**config.mk**
```make
export PLATFORM = sky130hd
export DESIGN_NAME = fetch_sequencer_flat
export DESIGN_NICKNAME = d
export VERILOG_FILES = /design/src/rtl/fetch_sequencer_if.sv /design/src/rtl/fetch_sequencer.sv /design/src/flat_wrapper.sv
export SDC_FILE = /design/constraint.sdc
export NUM_CORES = 1
export LEC_CHECK = 0
export CORE_MARGIN = 3
export CORE_UTILIZATION = 53
export DETAILED_ROUTE_END_ITERATION = 6
export PLACE_DENSITY = 0.79
export RECOVER_POWER = 25
export SLEW_MARGIN = 15
export SYNTH_ARGS = -nofsm -noshare
export SYNTH_HDL_FRONTEND = slang
export SYNTH_SLANG_ARGS = --single-unit
export TNS_END_PERCENT = 30
```
**constraint.sdc**
```tcl
create_clock -name clk -period 2.2 [get_ports clk]
set_input_delay 0.33 -clock clk [delete_from_list [all_inputs] [get_ports clk]]
set_output_delay 0.33 -clock clk [all_outputs]
set_load 0.02 [all_outputs]
```
**src/rtl/fetch_sequencer_if.sv**
```systemverilog
// fetch_sequencer_if: control bus between the run sequencer and the fetch stage
interface fetch_sequencer_if #(
    parameter int A = 10
) ();
    logic         if_reset;
    logic         if_halt;
    logic [A-1:0] if_addr;
    logic         halt_req;
    modport master (output if_reset, if_halt, if_addr, input halt_req);
    modport slave  (input if_reset, if_halt, if_addr, output halt_req);
endinterface

```
**src/rtl/fetch_sequencer.sv**
```systemverilog
// fetch_sequencer: runs the fetch stage through N programs, timing each run and draining between them
module fetch_sequencer #(
    parameter int             A           = 10,
    parameter int             N           = 3,
    parameter logic [N*A-1:0] START_ADDRS = '0,
    parameter int             CW          = 16,
    parameter logic [CW-1:0]  MAX_CYC     = 16'hFFFF,
    parameter int             DRAIN_CYC   = 3
) (
    input  logic                clk,
    input  logic                reset,
    input  logic                start,
    fetch_sequencer_if.master   fif,
    output logic [2:0]          prog_idx,
    output logic                prog_done,
    output logic                timeout,
    output logic [CW-1:0]       last_cycles,
    output logic                seq_done
);
    localparam logic [2:0] IDLE = 3'd0, LOAD = 3'd1, RUN = 3'd2, DRAIN = 3'd3, DONE = 3'd4;
    localparam int DW = $clog2(DRAIN_CYC + 1);
    localparam logic [DW-1:0] DLAST = DW'(DRAIN_CYC - 1);
    localparam logic [CW-1:0] CLAST = MAX_CYC - 1'b1;
    localparam logic [2:0] NLAST = 3'(N - 1);
    logic [2:0]    state;
    logic [CW-1:0] cnt;
    logic [DW-1:0] dcnt;
    assign fif.if_reset = state == LOAD;
    assign fif.if_halt  = state == IDLE || state == DRAIN || state == DONE;
    assign fif.if_addr  = START_ADDRS[int'(prog_idx)*A +: A];
    assign seq_done     = state == DONE;
    always_ff @(posedge clk or posedge reset) begin
        if (reset) begin
            state       <= IDLE;
            prog_idx    <= '0;
            cnt         <= '0;
            dcnt        <= '0;
            last_cycles <= '0;
            timeout     <= 1'b0;
            prog_done   <= 1'b0;
        end else begin
            prog_done <= 1'b0;
            case (state)
                IDLE, DONE: if (start) begin
                    state    <= LOAD;
                    prog_idx <= '0;
                end
                LOAD: begin
                    cnt   <= '0;
                    state <= RUN;
                end
                RUN: if (fif.halt_req || cnt == CLAST) begin
                    // halt_req takes priority over a budget expiring on the same cycle
                    last_cycles <= fif.halt_req ? cnt + 1'b1 : MAX_CYC;
                    timeout     <= !fif.halt_req;
                    dcnt        <= '0;
                    prog_done   <= DRAIN_CYC == 1;
                    state       <= DRAIN;
                end else begin
                    cnt <= cnt + 1'b1;
                end
                DRAIN: if (dcnt == DLAST) begin
                    state    <= prog_idx == NLAST ? DONE : LOAD;
                    prog_idx <= prog_idx == NLAST ? prog_idx : prog_idx + 3'd1;
                end else begin
                    dcnt      <= dcnt + 1'b1;
                    prog_done <= dcnt + 1'b1 == DLAST;
                end
                default: state <= IDLE;
            endcase
        end
    end
endmodule

```
**src/flat_wrapper.sv**
```systemverilog
// flat-port wrapper written by rule: the top's interface ports become plain ports
module fetch_sequencer_flat 
#(
    parameter int             A           = 10,
    parameter int             N           = 3,
    parameter logic [N*A-1:0] START_ADDRS = '0,
    parameter int             CW          = 16,
    parameter logic [CW-1:0]  MAX_CYC     = 16'hFFFF,
    parameter int             DRAIN_CYC   = 3
)
  (clk, reset, start, prog_idx, prog_done, timeout, last_cycles, seq_done, fif_if_reset, fif_if_halt, fif_if_addr, fif_halt_req);
  fetch_sequencer_if #(.A(A)) fif_i ();
  input  logic clk;
  input  logic reset;
  input  logic start;
  output logic [2:0] prog_idx;
  output logic prog_done;
  output logic timeout;
  output logic [CW-1:0] last_cycles;
  output logic seq_done;
  output wire logic [$bits(fif_i.if_reset)-1:0] fif_if_reset;
  output wire logic [$bits(fif_i.if_halt)-1:0] fif_if_halt;
  output wire logic [$bits(fif_i.if_addr)-1:0] fif_if_addr;
  input wire logic [$bits(fif_i.halt_req)-1:0] fif_halt_req;
  assign fif_if_reset = fif_i.if_reset;
  assign fif_if_halt = fif_i.if_halt;
  assign fif_if_addr = fif_i.if_addr;
  assign fif_i.halt_req = fif_halt_req;
  fetch_sequencer #(.A(A), .N(N), .START_ADDRS(START_ADDRS), .CW(CW), .MAX_CYC(MAX_CYC), .DRAIN_CYC(DRAIN_CYC)) u_core (.clk(clk), .reset(reset), .start(start), .fif(fif_i), .prog_idx(prog_idx), .prog_done(prog_done), .timeout(timeout), .last_cycles(last_cycles), .seq_done(seq_done));
endmodule
```
==> out/results.ini <==
[placement]
numPlacedInstances=300
gp_congestion=0.870
io_buffers=27
dpl.hpwl_microns=3510
dp_slack_ps=206

[sta]
tns_ps=0
finalSetupViolCount=0
whs_ps=496
finalCritPeriodShare=0.941
period_needed_ps=2070
setup_ws_ps=131
rsz0062_at_grt=false
fin_skew_ps=6.24
hold_violations=0
max_freq_mhz=483
drv_slew=0
tightest_slew_ps=1050
relSlewSlack=0.303

[synth]
avgSynthCellArea_sq_um=10.5
ys_seq_area_frac=0.439
async_flop_share=1.00
synth_common_cells=42 x dfrtp_1, 14 x nand2_1, 12 x a2bb2oi_1
synth-seq-cells=42
netlist_top_cells_area=dfrtp_1 44%, a2bb2oi_1 4.4%, xnor2_1 3.3%
synth.most_common_cell=dfrtp_1
synth-main-ff-cell=dfrtp_1
synth_top_area_frac=0.439
synth_top_cell_by_area=dfrtp_1
ys_types=58
synth_area_sq_um=2390
synth_warnings=0
synth_edf_count=0
synth_cells=228

[floorplanning]
start_util=0.574
coreArea_sq_um=4170
core.rowCount=23
io_pins=38
die_x_microns=73.2
die_h_microns=73.2
dieArea_sq_um=5360

[worst_setup_path]
worstPathMaxFanout=6
cp-end-kind=output pin
path_cells=nand3b_1 -> o21ai_0 -> clkdlybuf4s50_1
cp.required_ps=1870
slowest_stage=clkdlybuf4s50_1
max_stage_delay_ps=630
crit_type=reg -> out
arrival_ps=1740
start_kind=flip-flop

[pwr]
power.density_nw_per_um2=1140
peakVddDrop_v=0.000775
p_leak_uw=0.00116
p_comb_frac=0.456
clockPowerShare=0.157
switchingPower_uw=1170
power.share.sequential=0.387
intPower_uw=1950
total_power_uw=3120
netSwitchingFraction=0.375

[clock_network]
clk_path_buf_depth=2
cts_setup_buffers=0
cts_hold_buf=0
clk_latency_ps=290
root_buffer=clkbuf_8
postCtsResizedCells=0
cts.sinks=42
tritoncts=yes
cts_buffers=5
cts.reportedPaths.clkPinSlew_ps=70
ctsHtreeMaxLevel=2

[global_routing]
track_usage=0.205
grt-ovfl-total=0
grt_pass1_wl_microns=8620
grt_pass1_vias=1786
grt_max_degree=43
antenna_found_initial=0

[drt]
num_vias=1850
first_pass_iters=4
wl_microns=5120
antenna_left=0
vias_per_cell=6.05
drt-initial-drc-count=194
drc_errors=0
wl_per_cell_microns=16.7

[final_layout]
final_cells=306
drive_gt1_frac=0.125
fin_nets=267
area_growth_pct=14.3
diodes=0

[job]
drv_cap=0

[worst_hold_path]
hold_path_class=reg -> reg

[status]
status=complete, no violations

kinds of logic after synthesis:
family,count (synthesis),synth area share
mux,4,0.0178
flops,42,0.439
simple gates,77,0.197
xor+xnor,11,0.0403
fa+ha+maj,6,0.0314
compound gates,56,0.193
buf+inv,31,0.0805
other cells,1,0.00157
sequential cells by signal, indices dropped and copies added (netlist names):
signal              count
u_core.cnt             16
u_core.dcnt             2
u_core.last_cycles     16
u_core.prog_done        1
u_core.prog_idx         3
u_core.state            3
u_core.timeout          1
through the flow:
step	utilization	instance area, sq um
after floorplan	-	2430
after global placement	0.636	2650
after detailed placement	0.636	2650
after CTS	0.656	2740
after global routing	0.655	2740
final	0.655	2740
final cells by class:
class	instances	area, sq um
clock buffer	6	82.6
fill	344	1440
inverter	11	41.3
multi-input combinational	164	1180
sequential	42	1050
tap	50	62.6
timing repair buffer	33	313
final timing paths:
check	depth (start not counted)	end	from	slack (ps)
worst max-delay path	3	fif_if_halt	u_core.state[2]$_DFFE_PP0P_	130
worst min-delay path	1	u_core.timeout$_DFFE_PP0P_	u_core.timeout$_DFFE_PP0P_	500
worst max register to register	4	u_core.cnt[1]$_DFFE_PP0P_	u_core.cnt[8]$_DFFE_PP0P_	170
worst min register to register	1	u_core.timeout$_DFFE_PP0P_	u_core.timeout$_DFFE_PP0P_	500
max in group asynchronous	3	u_core.state[0]$_DFFE_PP0P_	reset	690
min in group asynchronous	3	u_core.last_cycles[7]$_DFFE_PP0P_	reset	800
worst max-delay path: cells and delay by family (launching register included):
family | cells | cell delay [ps]
DFF | 1 | 450
AOI/OAI and AO/OA | 1 | 120
buffers and inverters | 1 | 630
and+or+nand+nor | 1 | 260
power by group through the flow:
stage	sequential, uW	combinational, uW	clock (uW)
2_1_floorplan	1410	661	0
5_1_grt	1240	1550	533
3_3_place_gp	1210	1400	0
4_1_cts	1200	1440	504
6_report	1210	1420	491
3_5_place_dp	1220	1430	0
layout by cell type (no fill, tap or decap), types with 7 or more instances in the layout:
cell             netlist  layout
nand2_1               14      14
xnor2_1                9       9
nor2_1                11      11
nor4_1                 7       7
a31oi_1               11      11
a2bb2oi_1             12      12
clkdlybuf4s50_1        0      26
conb_1                 1      10
inv_1                 11      11
dfrtp_1               42      41
o21ai_0                8       8
metal layers:
metal / share of wire / vias up / track usage
met1: 0.48 / 900 / 0.292
met3: 0.039 / 12 / 0.0358
met5: 0 / - / 0
li1: - / 885 / -
met2: 0.46 / 53 / 0.315
met4: 0.025 / 0 / 0.0676
Note: power is estimated with default switching activity, not from simulation.
